`src/rtl/cp_bypass_ctrl.sv`:
```
// Hazard detection and bypass-select generation for the CP pipeline.
// Tracks the ID-stage writer and compares it with the IF-stage sources one cycle ahead.
module cp_bypass_ctrl #(
  parameter int unsigned RF_INDEX_WIDTH = 5,
  parameter int unsigned MUL_LATENCY    = 1,
  parameter int unsigned LSU_LATENCY    = 2,
  parameter int unsigned SHADOW_INDEX   = 31
) (
  input  logic                      iClk,
  input  logic                      iReset_n,
  input  logic                      iStall,
  input  logic                      iFlush,
  input  logic                      iIF_Valid,
  input  logic [RF_INDEX_WIDTH-1:0] iIF_RF_Read_Addr_A,
  input  logic [RF_INDEX_WIDTH-1:0] iIF_RF_Read_Addr_B,
  input  logic                      iIF_Read_En_A,
  input  logic                      iIF_Read_En_B,
  input  logic                      iIF_Write_En,
  input  logic [RF_INDEX_WIDTH-1:0] iIF_RF_Write_Addr,
  input  logic [1:0]                iIF_Result_Src,
  output logic                      oIF_BP_Bypass_Read_A,
  output logic                      oIF_BP_Bypass_Read_B,
  output logic [1:0]                oIF_BP_Bypass_Sel_A,
  output logic [1:0]                oIF_BP_Bypass_Sel_B,
  output logic                      oHazard_Stall,
  output logic                      oID_Write_Valid,
  output logic [RF_INDEX_WIDTH-1:0] oID_RF_Write_Addr
);

  localparam logic [1:0] SRC_ALU    = 2'd0;
  localparam logic [1:0] SRC_MUL    = 2'd1;
  localparam logic [1:0] SRC_LSU    = 2'd2;
  localparam logic [1:0] SRC_SHADOW = 2'd3;

  localparam logic [RF_INDEX_WIDTH-1:0] SHADOW_ADDR = RF_INDEX_WIDTH'(SHADOW_INDEX);
  localparam logic [RF_INDEX_WIDTH-1:0] ZERO_ADDR   = '0;

  localparam logic MUL_IS_LATE = (MUL_LATENCY == 32'd2);
  localparam logic LSU_IS_LATE = (LSU_LATENCY == 32'd2);

  // ID slot: the instruction one cycle ahead of IF.
  logic                      r_id_valid;
  logic [RF_INDEX_WIDTH-1:0] r_id_dest;
  logic [1:0]                r_id_src;

  logic                      r_bp_read_a;
  logic                      r_bp_read_b;
  logic [1:0]                r_bp_sel_a;
  logic [1:0]                r_bp_sel_b;

  logic [1:0]                w_src_eff;
  logic                      w_match_a;
  logic                      w_match_b;
  logic                      w_id_late;
  logic                      w_hazard;
  logic                      w_if_writes;

  always_comb begin
    w_src_eff = (iIF_RF_Write_Addr == SHADOW_ADDR) ? SRC_SHADOW : iIF_Result_Src;

    w_match_a = iIF_Valid & iIF_Read_En_A & r_id_valid &
                (r_id_dest == iIF_RF_Read_Addr_A) & (iIF_RF_Read_Addr_A != ZERO_ADDR);
    w_match_b = iIF_Valid & iIF_Read_En_B & r_id_valid &
                (r_id_dest == iIF_RF_Read_Addr_B) & (iIF_RF_Read_Addr_B != ZERO_ADDR);

    // Shadow and ALU results are always ready at the EX bypass point.
    w_id_late = ((r_id_src == SRC_MUL) & MUL_IS_LATE) |
                ((r_id_src == SRC_LSU) & LSU_IS_LATE);

    w_hazard    = (w_match_a | w_match_b) & w_id_late & ~iFlush;
    w_if_writes = iIF_Valid & iIF_Write_En & (iIF_RF_Write_Addr != ZERO_ADDR);
  end

  always_ff @(posedge iClk or negedge iReset_n) begin
    if (!iReset_n) begin
      r_id_valid  <= 1'b0;
      r_id_dest   <= '0;
      r_id_src    <= SRC_ALU;
      r_bp_read_a <= 1'b0;
      r_bp_read_b <= 1'b0;
      r_bp_sel_a  <= SRC_ALU;
      r_bp_sel_b  <= SRC_ALU;
    end else if (iFlush) begin
      r_id_valid  <= 1'b0;
      r_id_dest   <= '0;
      r_id_src    <= SRC_ALU;
      r_bp_read_a <= 1'b0;
      r_bp_read_b <= 1'b0;
      r_bp_sel_a  <= SRC_ALU;
      r_bp_sel_b  <= SRC_ALU;
    end else if (iStall) begin
      r_id_valid  <= r_id_valid;
      r_id_dest   <= r_id_dest;
      r_id_src    <= r_id_src;
      r_bp_read_a <= r_bp_read_a;
      r_bp_read_b <= r_bp_read_b;
      r_bp_sel_a  <= r_bp_sel_a;
      r_bp_sel_b  <= r_bp_sel_b;
    end else if (w_hazard) begin
      // Bubble into ID; IF re-presents the consumer while the producer reaches WB.
      r_id_valid  <= 1'b0;
      r_id_dest   <= '0;
      r_id_src    <= SRC_ALU;
      r_bp_read_a <= 1'b0;
      r_bp_read_b <= 1'b0;
      r_bp_sel_a  <= SRC_ALU;
      r_bp_sel_b  <= SRC_ALU;
    end else begin
      r_id_valid  <= w_if_writes;
      r_id_dest   <= iIF_RF_Write_Addr;
      r_id_src    <= w_src_eff;
      r_bp_read_a <= w_match_a;
      r_bp_read_b <= w_match_b;
      r_bp_sel_a  <= w_match_a ? r_id_src : SRC_ALU;
      r_bp_sel_b  <= w_match_b ? r_id_src : SRC_ALU;
    end
  end

  assign oIF_BP_Bypass_Read_A = r_bp_read_a;
  assign oIF_BP_Bypass_Read_B = r_bp_read_b;
  assign oIF_BP_Bypass_Sel_A  = r_bp_sel_a;
  assign oIF_BP_Bypass_Sel_B  = r_bp_sel_b;
  assign oHazard_Stall        = w_hazard;
  assign oID_Write_Valid      = r_id_valid;
  assign oID_RF_Write_Addr    = r_id_dest;

endmodule

```
`config.mk`:
```
export PLATFORM = sky130hd
export DESIGN_NAME = cp_bypass_ctrl
export DESIGN_NICKNAME = d
export VERILOG_FILES = /design/src/rtl/cp_bypass_ctrl.sv
export SDC_FILE = /design/constraint.sdc
export NUM_CORES = 1
export LEC_CHECK = 0
export CORE_MARGIN = 5
export CORE_UTILIZATION = 43
export CTS_BUF_LIST = sky130_fd_sc_hd__clkbuf_4
export DETAILED_ROUTE_END_ITERATION = 8
export PLACE_DENSITY = 0.83
export SETUP_SLACK_MARGIN = 0.02
export SKIP_CTS_REPAIR_TIMING = 1
export SLEW_MARGIN = 15
export SYNTH_ARGS = -nofsm -noshare
export SYNTH_HDL_FRONTEND = slang
export SYNTH_SLANG_ARGS = --single-unit
```
`constraint.sdc`:
```
create_clock -name iClk -period 2.26 [get_ports iClk]
set_input_delay 0.452 -clock iClk [delete_from_list [all_inputs] [get_ports iClk]]
set_output_delay 0.452 -clock iClk [all_outputs]
set_load 0.02 [all_outputs]
```
==> results.json <==
{
  "cp.required_ns": 1.81,
  "clkTransAtPathRegs_ns": 0.08,
  "nNetsFinal": 165,
  "yosysTopAreaCellShare": 0.404,
  "n_antenna_cell": 0,
  "fin_skew_ns": 0.000801,
  "p_leak_uw": 0.000648,
  "grt_usage": 0.187,
  "setup_violations": 0,
  "htreeDepth": 1,
  "critPathCaptureType": "output pin",
  "yosys-top-cells-area": "dfrtp_1 40%, xnor2_1 9.1%, o41ai_1 8.1%",
  "ys_seq_elements": 14,
  "syn_area_um2": 867,
  "postRouteAntennaNets": 0,
  "slew_headroom": 0.578,
  "grt_start_max_net_pins": 17,
  "wl_per_cell_um": 15.3,
  "synth_top_family_by_area": "simple AND/OR/NAND/NOR gates",
  "syn_avg_cell_area_um2": 9.97,
  "synth_compound_area_frac": 0.147,
  "syn2layout_area_growth_pct": 65.4,
  "dp_slack_ns": -0.596,
  "critPathSlowestCell": "or4_4",
  "drt_iter0_markers": 11,
  "max_stage_delay_ns": 0.55,
  "critPathLaunchType": "input pin",
  "cts_max_path_buffers": 2,
  "period_minus_slack_ns": 2.18,
  "finalHoldViolCount": 0,
  "synthArstFlopShare": 1.00,
  "synth_cell_types": 27,
  "grt_overflow": 0,
  "fin_ws_ns": 0.0762,
  "crit_arrival_ns": 1.73,
  "drive_above_1_share": 0.180,
  "yosys.area.top_type": "dfrtp_1",
  "drt_pass1_iterations": 4,
  "clock-sinks": 14,
  "crit_path_cell_trace": "dlymetal6s2s_1 -> or4_4 -> nor2_4 -> nor4_4 -> or2_1 -> buf_6",
  "synth_fa_ha_area_frac": 0,
  "drv_slew": 0,
  "grt_pass1_wl_um": 4010,
  "ys_seq_area_frac": 0.404,
  "fillers": 149,
  "root_buffer": "clkbuf_4",
  "grt_setup_unrepaired": "no",
  "synthMuxAreaShare": 0,
  "clock_latency_ns": 0.28,
  "status": "completed",
  "die_area_mm2": 0.00301,
  "synth_ff_type": "dfrtp_1",
  "crit_type": "in -> out",
  "max-vdd-ir-drop_v": 0.000314,
  "synthCells": 87,
  "io_pins": 38,
  "synth-xor-area-share": 0.0909,
  "whs_ns": 0.485,
  "initial_core_util": 0.447,
  "num_rows": 16,
  "routabilityCongestion": 0.882,
  "cp_max_fo": 2,
  "viasPerCell": 5.37,
  "cts_made_buffers": 3,
  "core_area_mm2": 0.00194,
  "tightest_slew_ns": 0.632,
  "grt_pass1_vias": 926,
  "synth_edf_count": 0,
  "synth-simple-area-share": 0.341,
  "chipWidth_um": 54.9,
  "finalCritPeriodShare": 0.966,
  "fin_tns_setup_ns": 0,
  "antenna_found_initial": 0,
  "synth_fp_nets": 112,
  "dieHeight_um": 54.9,
  "vias": 892,
  "max_cap_viol_count": 0,
  "cts_tree": "built",
  "io_buffers": 37,
  "wl_um": 2540,
  "yosysWarnings": 0,
  "drc": 0,
  "p_per_area_mw_per_mm2": 390,
  "hp-class": "reg -> reg",
  "fmax_mhz": 458
}
per-stage QoR:
stage / total power, µW / area, µm² / instances / utilization
after global routing: 592 / 1430 / 166 / 0.738
after global placement: 413 / 1340 / 159 / 0.691
after floorplan: 327 / 867 / 87 / -
final: 559 / 1430 / 166 / 0.738
after detailed placement: 417 / 1340 / 159 / 0.691
after CTS: 561 / 1370 / 163 / 0.705
cell usage in the layout, fill, tap and decap left out, drive strengths merged, types with 6 or more instances in the layout:
| cell type | Yosys | layout |
|---|---|---|
| o41ai | 8 | 8 |
| nand2 | 10 | 10 |
| buf | 0 | 15 |
| nand2b | 6 | 6 |
| o21ai | 7 | 7 |
| dfrtp | 14 | 14 |
| dlymetal6s2s | 0 | 12 |
| nand3b | 8 | 8 |
| clkdlybuf4s50 | 0 | 24 |
| xnor2 | 9 | 9 |
final cells by class:
type	count	area (µm²)	area share
Sequential cell	14	350	0.244
Clock inverter	1	3.75	0.00262
Tap cell	27	33.8	0.0236
Multi-Input combinational cell	69	513	0.358
Inverter	1	3.75	0.00262
Timing Repair Buffer	51	507	0.353
Clock buffer	3	22.5	0.0157
flip-flops by register name (all words and copies together) (netlist names):
name	cells
oID_RF_Write_Addr	5
oIF_BP_Bypass_Sel_A	2
oIF_BP_Bypass_Sel_B	2
r_id_src	2
oID_Write_Valid	1
oIF_BP_Bypass_Read_A	1
oIF_BP_Bypass_Read_B	1
cells in the mapped netlist, types with 2 or more instances:
cell type  instances
xnor2_1            9
o21ai_0            5
nand4_1            3
a21oi_1            3
o41ai_1            8
nand3b_1           8
nand2_1           10
dfrtp_1           14
o21ai_1            2
nand2b_1           6
clkbuf_1           3
final timing paths:
| check | start | endpoint | slack [ns] | cells after the start |
|---|---|---|---|---|
| setup / recovery | iIF_RF_Read_Addr_A[4] | oHazard_Stall | 0.08 | 6 |
| hold / removal | oIF_BP_Bypass_Sel_B[0]$_DFFE_PN0P_ | oIF_BP_Bypass_Sel_B[0]$_DFFE_PN0P_ | 0.49 | 2 |
| min in group asynchronous | iReset_n | oIF_BP_Bypass_Sel_A[1]$_DFFE_PN0P_ | 0.56 | 1 |
| max in group asynchronous | iReset_n | oID_RF_Write_Addr[2]$_DFFE_PN0P_ | 1.30 | 1 |
| hold reg to reg | oIF_BP_Bypass_Sel_B[0]$_DFFE_PN0P_ | oIF_BP_Bypass_Sel_B[0]$_DFFE_PN0P_ | 0.49 | 2 |
| setup reg to reg | oID_RF_Write_Addr[2]$_DFFE_PN0P_ | oIF_BP_Bypass_Read_A$_DFFE_PN0P_ | 0.62 | 4 |
layer usage:
| layer | share of wire | global-route usage | wire (µm) |
|---|---|---|---|
| met4 | 0.032 | 0.113 | 82 |
| met1 | 0.43 | 0.229 | 1090 |
| met3 | 0.050 | 0.0402 | 127 |
| met2 | 0.49 | 0.301 | 1240 |
| met5 | 0 | 0 | 0 |
cell families (layout without fill, tap and decap cells):
| group | count (synthesis) | in the layout |
|---|---|---|
| compound gates | 19 | 19 |
| xor+xnor | 9 | 9 |
| buf+inv | 4 | 56 |
| flops | 14 | 14 |
| simple gates | 41 | 41 |
report_power, final:
group | switching (µW) | internal, µW
sequential | 9.34 | 258
clock | 79.5 | 64.0
combinational | 62.7 | 85.6
worst max-delay path, delay by kind of cell:
family | cells | cell delay, ns
simple gates | 4 | 1.00
buf+inv | 2 | 0.28
Power figures use the tool's default switching activity.
